## config.mk

```make
export PLATFORM = sky130hd
export DESIGN_NAME = cbl_fetch_flat
export DESIGN_NICKNAME = d
export VERILOG_FILES = /design/src/rtl/cbl_fetch_pkg.sv /design/src/rtl/cbl_fetch_if.sv /design/src/rtl/cbl_fetch_fifo.sv /design/src/rtl/cbl_fetch.sv /design/src/flat_wrapper.sv
export SDC_FILE = /design/constraint.sdc
export NUM_CORES = 1
export LEC_CHECK = 0
export ABC_AREA = 1
export CAP_MARGIN = 40
export CELL_PAD_IN_SITES_DETAIL_PLACEMENT = 0
export CELL_PAD_IN_SITES_GLOBAL_PLACEMENT = 1
export CORE_ASPECT_RATIO = 0.75
export CORE_MARGIN = 10
export CORE_UTILIZATION = 48
export DETAILED_ROUTE_END_ITERATION = 6
export GPL_ROUTABILITY_DRIVEN = 0
export GPL_TIMING_DRIVEN = 0
export PLACE_DENSITY_LB_ADDON = 0.12
export SLEW_MARGIN = 25
export SYNTH_ARGS = -nofsm -noshare
export SYNTH_HDL_FRONTEND = slang
export SYNTH_SLANG_ARGS = --single-unit
```

## constraint.sdc

```tcl
create_clock -name clk -period 5.4 [get_ports clk]
set_clock_uncertainty 0.2 [all_clocks]
set_input_delay 1.08 -clock clk [delete_from_list [all_inputs] [get_ports clk]]
set_output_delay 1.08 -clock clk [all_outputs]
set_load 0.02 [all_outputs]
```

## src/rtl/cbl_fetch_pkg.sv

```systemverilog
// Shared constants for the CaballoLoco fetch stage and its decode-side consumers.
package cbl_fetch_pkg;

  localparam int unsigned DEF_NUM_INSTR  = 32;
  localparam int unsigned DEF_REG_WIDTH  = 32;
  localparam int unsigned DEF_FIFO_DEPTH = 4;

  // Bubble word presented to decode whenever no real instruction is available.
  localparam logic [DEF_REG_WIDTH-1:0] NOP_INSTR = '0;

endpackage

```

## src/rtl/cbl_fetch_if.sv

```systemverilog
// Instruction-memory request/response bus between fetch (master) and memory (slave).
interface cbl_fetch_if
  import cbl_fetch_pkg::*;
#(
  parameter int unsigned NUM_INSTR = DEF_NUM_INSTR,
  parameter int unsigned REG_WIDTH = DEF_REG_WIDTH
);

  localparam int unsigned PC_W = $clog2(NUM_INSTR);

  logic                 imem_req;
  logic [PC_W-1:0]      imem_addr;
  logic                 imem_ready;
  logic                 imem_valid;
  logic [REG_WIDTH-1:0] imem_data;

  modport master (
    output imem_req,
    output imem_addr,
    input  imem_ready,
    input  imem_valid,
    input  imem_data
  );

  modport slave (
    input  imem_req,
    input  imem_addr,
    output imem_ready,
    output imem_valid,
    output imem_data
  );

endinterface

```

## src/rtl/cbl_fetch_fifo.sv

```systemverilog
// Prefetch buffer: circular FIFO with extra-bit pointers to tell full from empty.
module cbl_fetch_fifo #(
  parameter  int unsigned WIDTH = 8,
  parameter  int unsigned DEPTH = 4,
  localparam int unsigned CW    = $clog2(DEPTH + 1)
) (
  input  logic             clk,
  input  logic             rst_n,
  input  logic             push_i,
  input  logic             pop_i,
  input  logic             flush_i,
  input  logic [WIDTH-1:0] data_i,
  output logic             full_o,
  output logic             empty_o,
  output logic [CW-1:0]    count_o,
  output logic [WIDTH-1:0] head_o
);

  localparam int unsigned AW = $clog2(DEPTH);
  localparam int unsigned PW = AW + 1;

  logic [WIDTH-1:0] mem_q [DEPTH];
  logic [PW-1:0]    wr_q, wr_d;
  logic [PW-1:0]    rd_q, rd_d;

  always_comb begin
    wr_d = wr_q;
    rd_d = rd_q;
    if (flush_i) begin
      wr_d = '0;
      rd_d = '0;
    end else begin
      if (push_i) wr_d = wr_q + PW'(1);
      if (pop_i)  rd_d = rd_q + PW'(1);
    end
  end

  always_ff @(posedge clk or negedge rst_n) begin
    if (!rst_n) begin
      wr_q <= '0;
      rd_q <= '0;
    end else begin
      wr_q <= wr_d;
      rd_q <= rd_d;
    end
  end

  // Storage needs no reset: pointers alone define which entries are live.
  always_ff @(posedge clk) begin
    if (push_i && !flush_i) mem_q[wr_q[AW-1:0]] <= data_i;
  end

  assign empty_o = (wr_q == rd_q);
  assign full_o  = (wr_q[AW] != rd_q[AW]) && (wr_q[AW-1:0] == rd_q[AW-1:0]);
  assign count_o = CW'(wr_q - rd_q);
  assign head_o  = mem_q[rd_q[AW-1:0]];

endmodule

```

## src/rtl/cbl_fetch.sv

```systemverilog
// Fetch stage: PC, credit-based request issue, stale-response dropping after
// redirects, and a prefetch FIFO presenting {instr, pc} to decode.
module cbl_fetch
  import cbl_fetch_pkg::*;
#(
  parameter  int unsigned NUM_INSTR  = DEF_NUM_INSTR,
  parameter  int unsigned REG_WIDTH  = DEF_REG_WIDTH,
  parameter  int unsigned FIFO_DEPTH = DEF_FIFO_DEPTH,
  localparam int unsigned PC_W       = $clog2(NUM_INSTR)
) (
  input  logic                 clk,
  input  logic                 rst,
  cbl_fetch_if.master          imem,
  input  logic                 redirect,
  input  logic [PC_W-1:0]      redirect_pc,
  input  logic                 stall,
  output logic                 valid_D,
  output logic [REG_WIDTH-1:0] instr_D,
  output logic [PC_W-1:0]      pc_D
);

  localparam int unsigned CNT_W = $clog2(FIFO_DEPTH + 1);
  localparam int unsigned SUM_W = CNT_W + 1;
  localparam int unsigned ENT_W = REG_WIDTH + PC_W;

  logic [PC_W-1:0]  pc_q, pc_d;
  logic [PC_W-1:0]  rsp_pc_q, rsp_pc_d;
  logic [CNT_W-1:0] outst_q, outst_d;
  logic [CNT_W-1:0] drop_q, drop_d;

  logic [CNT_W-1:0] occ;
  logic [SUM_W-1:0] inflight;
  logic             fifo_full;
  logic             fifo_empty;
  logic [ENT_W-1:0] head;
  logic             req_c;
  logic             accept;
  logic             push_c;
  logic             pop_c;

  function automatic logic [PC_W-1:0] pc_inc(input logic [PC_W-1:0] pc);
    pc_inc = (pc == PC_W'(NUM_INSTR - 1)) ? '0 : pc + PC_W'(1);
  endfunction

  // Credit check: every accepted request must already own a FIFO slot.
  assign inflight = SUM_W'(occ) + SUM_W'(outst_q);
  assign req_c    = rst && !redirect && (inflight < SUM_W'(FIFO_DEPTH));
  assign accept   = req_c && imem.imem_ready;
  assign push_c   = imem.imem_valid && (drop_q == '0) && !redirect;
  assign pop_c    = !fifo_empty && !stall && !redirect;

  always_comb begin
    pc_d     = pc_q;
    rsp_pc_d = rsp_pc_q;
    outst_d  = outst_q + CNT_W'(accept) - CNT_W'(imem.imem_valid);
    drop_d   = drop_q;
    if (accept) pc_d = pc_inc(pc_q);
    if (imem.imem_valid && (drop_q != '0)) drop_d = drop_q - CNT_W'(1);
    if (push_c) rsp_pc_d = pc_inc(rsp_pc_q);
    // Everything still in flight after a redirect edge belongs to the old path.
    if (redirect) begin
      pc_d     = redirect_pc;
      rsp_pc_d = redirect_pc;
      drop_d   = outst_q - CNT_W'(imem.imem_valid);
    end
  end

  always_ff @(posedge clk or negedge rst) begin
    if (!rst) begin
      pc_q     <= '0;
      rsp_pc_q <= '0;
      outst_q  <= '0;
      drop_q   <= '0;
    end else begin
      pc_q     <= pc_d;
      rsp_pc_q <= rsp_pc_d;
      outst_q  <= outst_d;
      drop_q   <= drop_d;
    end
  end

  cbl_fetch_fifo #(
    .WIDTH (ENT_W),
    .DEPTH (FIFO_DEPTH)
  ) u_fifo (
    .clk     (clk),
    .rst_n   (rst),
    .push_i  (push_c && (!fifo_full || pop_c)),
    .pop_i   (pop_c),
    .flush_i (redirect),
    .data_i  ({imem.imem_data, rsp_pc_q}),
    .full_o  (fifo_full),
    .empty_o (fifo_empty),
    .count_o (occ),
    .head_o  (head)
  );

  assign imem.imem_req  = req_c;
  assign imem.imem_addr = pc_q;

  assign valid_D = !fifo_empty;
  assign instr_D = valid_D ? head[ENT_W-1:PC_W] : REG_WIDTH'(NOP_INSTR);
  assign pc_D    = valid_D ? head[PC_W-1:0] : '0;

endmodule

```

## src/flat_wrapper.sv

```systemverilog
// flat-port wrapper written by rule: the top's interface ports become plain ports
module cbl_fetch_flat import cbl_fetch_pkg::*;
#(
  parameter  int unsigned NUM_INSTR  = DEF_NUM_INSTR,
  parameter  int unsigned REG_WIDTH  = DEF_REG_WIDTH,
  parameter  int unsigned FIFO_DEPTH = DEF_FIFO_DEPTH,
  localparam int unsigned PC_W       = $clog2(NUM_INSTR)
)
  (clk, rst, redirect, redirect_pc, stall, valid_D, instr_D, pc_D, imem_imem_req, imem_imem_addr, imem_imem_ready, imem_imem_valid, imem_imem_data);
  cbl_fetch_if #(.NUM_INSTR(NUM_INSTR), .REG_WIDTH(REG_WIDTH)) imem_i ();
  input  logic clk;
  input  logic rst;
  input  logic redirect;
  input  logic [PC_W-1:0] redirect_pc;
  input  logic stall;
  output logic valid_D;
  output logic [REG_WIDTH-1:0] instr_D;
  output logic [PC_W-1:0] pc_D;
  output wire logic [$bits(imem_i.imem_req)-1:0] imem_imem_req;
  output wire logic [$bits(imem_i.imem_addr)-1:0] imem_imem_addr;
  input wire logic [$bits(imem_i.imem_ready)-1:0] imem_imem_ready;
  input wire logic [$bits(imem_i.imem_valid)-1:0] imem_imem_valid;
  input wire logic [$bits(imem_i.imem_data)-1:0] imem_imem_data;
  assign imem_imem_req = imem_i.imem_req;
  assign imem_imem_addr = imem_i.imem_addr;
  assign imem_i.imem_ready = imem_imem_ready;
  assign imem_i.imem_valid = imem_imem_valid;
  assign imem_i.imem_data = imem_imem_data;
  cbl_fetch #(.NUM_INSTR(NUM_INSTR), .REG_WIDTH(REG_WIDTH), .FIFO_DEPTH(FIFO_DEPTH)) u_core (.clk(clk), .rst(rst), .imem(imem_i), .redirect(redirect), .redirect_pc(redirect_pc), .stall(stall), .valid_D(valid_D), .instr_D(instr_D), .pc_D(pc_D));
endmodule
```

==> impl_results.md <==
- Total GRT Usage: 16.9%
- Die Span Y: 126 µm
- PwrDens: 419 nW/µm²
- Crit-path max FO: 11
- Inserted Clock Buffers: 17
- Port Buf Inserts: 86
- Routed len/inst: 17.6 µm
- Post-synthesis adder-cell area fraction: 3.84%
- Final Hold Vio Count: 0
- Drt pass-1 iters: 5
- Critical path type: reg -> out
- Layout Nets: 804
- GRT overflow: 0
- Layout cells sized above 1: 8.38%
- # hold bufs at CTS: 0
- Clk pin slew, worst setup/hold paths: 0.06 ns
- Critical path arrival: 3.27 ns
- Via density: 5.19
- Critical path, cell by cell: inv_1 -> clkbuf_1 -> ha_1 -> nand2_1 -> inv_1 -> nand3_1 -> inv_2 -> buf_4 -> a21oi_1 -> clkdlybuf4s50_1
- Register area: 4990 µm²
- Post-synthesis compound-gate area fraction: 8.57%
- Pwr Total: 3.79 mW
- H-tree depth: 4
- Post-CTS Resized: 0
- Starting Density: 49.5%
- Initial antenna violation count: 0
- Dominant cell type by area after synthesis: edfxtp_1
- Die Width: 162 µm
- Root Driver: clkbuf_16
- Leakage: 3.38 nW
- DRT Wirelength: 16,800 µm
- Synthesized area per cell: 11.5 µm²
- Post-Syn Instances: 630
- Yosys reg bits: 170
- Slowest-stage cell, CP: clkdlybuf4s50_1
- Worst min path class: reg -> reg
- Synth Area in XOR/XNOR: 0.849%
- # Post-CTS Setup Buffers: 0
- Post-Syn Area: 7220 µm²
- Top delay family on crit path: buffers and inverters
- Rel. slew slack: 54.4%
- Synth top area share: 61.5%
- Post-synth cell types: 25
- DRC viols: 0
- Clock period minus worst slack: 4.55 ns
- # diodes: 0
- CP required: 4.12 ns
- Vias in the first global route: 5,067
- Most frequent cell after synthesis: nor2_1
- Status: complete, no violations
- Worst-Skew Late Latency: 0.43 ns
- Worst path max stage delay: 0.66 ns
- Post-synth ARST share: 12.9%
- Final Max Slew Viols: 0
- Synth area leaders: edfxtp_1, nor2_1, dfrtp_1
- Hold slack: 0.301 ns
- Fill cells: 1,184
- Clk sinks: 170
- Post-Synth Simple-Gate Area: 13.7%
- Peak supply drop: 0.262 mV
- Area delta synth->final: 25.4%
- Mux contribution to synthesized area: 0%
- Pin count of the biggest net entering global routing: 24
- 1st-iter DRT viols: 336
- Detailed Place HPWL: 11,000 µm
- Standard-cell rows: 38
- Seq/Total Area, Yosys: 69.1%
- Setup crit start kind: flop
- Routed vias: 4,944
- MaxCap Viol Count: 0
- DIE AREA: 20,400 µm²
- RSZ-0062 raised after global routing: false
- Main combinational cell family by area after synthesis: simple AND/OR/NAND/NOR gates
- Tcrit/Tclk final: 84.2%
- Most used cell, CP: inv_1
- Number of setup violations in the final report: 0
- Most used flip-flop cell after synthesis: edfxtp_1
- IO Pins: 87
- Final antenna-violating net count: 0
- Synth cell count leaders: nor2_1, edfxtp_1, nand2_1
- Yosys warns: 0
- Post-synth EDFFs: 148
- Critical Path End Type: primary output
- Worst-margin pin slew: 0.683 ns
- Syn_nets: 694
- Core Area: 14,600 µm²
- Clock buffer depth: 2
- First-pass GRT wire length: 27,000 µm
- Worst path bufs/invs: 6
- Multi-input gate area: 1980 µm²
- TritonCTS clock tree: yes
- Top achievable clock speed: 220 MHz
-- routing by layer --
metal	vias up	wire length, µm	share of wire [%]	GRT usage, %
met3	16	1200	7.2	5.24
met1	2372	7510	45	21.5
met5	-	0	0	0
met2	148	7860	47	27.2
met4	0	197	1.2	5.07
li1	2408	-	-	-
-- layout by cell type (no fill, tap or decap), types with 2 or more instances in the layout --
cell | Yosys | final
inv_1 | 27 | 27
buf_1 | 2 | 2
buf_16 | 0 | 4
o21ai_1 | 49 | 49
fa_1 | 2 | 2
bufinv_16 | 0 | 3
o211ai_1 | 2 | 2
clkbuf_2 | 5 | 5
nand3_1 | 26 | 26
o21ai_0 | 31 | 31
nand4_1 | 5 | 5
nor2_1 | 164 | 160
inv_2 | 3 | 3
nand2_1 | 53 | 53
nor2_4 | 0 | 4
buf_2 | 11 | 12
xor2_1 | 5 | 5
clkinv_2 | 0 | 3
ha_1 | 19 | 19
dfrtp_1 | 22 | 22
xnor2_1 | 2 | 2
a21oi_1 | 38 | 38
buf_4 | 9 | 9
clkinv_1 | 0 | 4
clkbuf_16 | 0 | 17
clkbuf_1 | 3 | 6
clkdlybuf4s50_1 | 0 | 85
edfxtp_1 | 148 | 148
-- path summary, 6_finish.rpt --
kind	start	endpoint	slack [ns]	cells past startpoint
max	u_core.u_fifo.rd_q[1]	instr_D[14]	0.85	10
max reg2reg	u_core.u_fifo.rd_q[1]	u_core.outst_q[2]	1.97	13
max in group asynchronous	rst	u_core.u_fifo.wr_q[0]	4.20	1
min in group asynchronous	rst	u_core.drop_q[0]	0.43	1
min reg2reg	u_core.outst_q[1]	u_core.outst_q[2]	0.30	1
min	u_core.outst_q[1]	u_core.outst_q[2]	0.30	1
-- through the flow --
stage / worst slack [ns] / TNS, ns / instance area, µm² / cells / util, %
after global placement: -0.252 / -24.83 / 8340 / 916 / 57.1
after global routing: 0.663 / 0 / 9060 / 952 / 62.0
after detailed placement: 1.29 / 0 / 8490 / 921 / 58.2
final: 0.853 / 0 / 9060 / 952 / 62.0
after floorplan: 1.68 / 0 / 7220 / 630 / -
after CTS: 0.838 / 0 / 9060 / 952 / 62.0
-- area by class of cell --
cell class | instances | share of cell area (%)
plain buffers | 30 | 1.84
clock buffers | 20 | 4.82
clock inverters | 11 | 1.42
inverters | 30 | 1.24
multi-input cells | 400 | 21.9
flip-flops and latches | 170 | 55.2
well taps | 200 | 2.76
repair buffers | 91 | 10.9
-- state kept, by name, indices dropped and copies added (netlist names) --
signal and flops:
u_core.drop_q 3, u_core.imem.imem_addr 5, u_core.outst_q 3, u_core.rsp_pc_q 5
u_core.u_fifo.mem_q 148, u_core.u_fifo.rd_q 3, u_core.u_fifo.wr_q 3
-- report_power, final --
group          internal (mW)  leakage, nW  switching, mW  total [mW]
Clock                  0.716        0.278          0.472        1.19
Combinational          0.405         1.50          0.625        1.03
Sequential              1.52         1.61         0.0588        1.57
-- kinds of logic after synthesis --
logic type / Yosys count
AO/OA/AOI/OAI: 122
XOR/XNOR: 7
adder cells (fa/ha/maj): 21
buffers and inverters: 60
flip-flops: 170
AND/OR/NAND/NOR: 250
(Power assumes the default switching activity.)
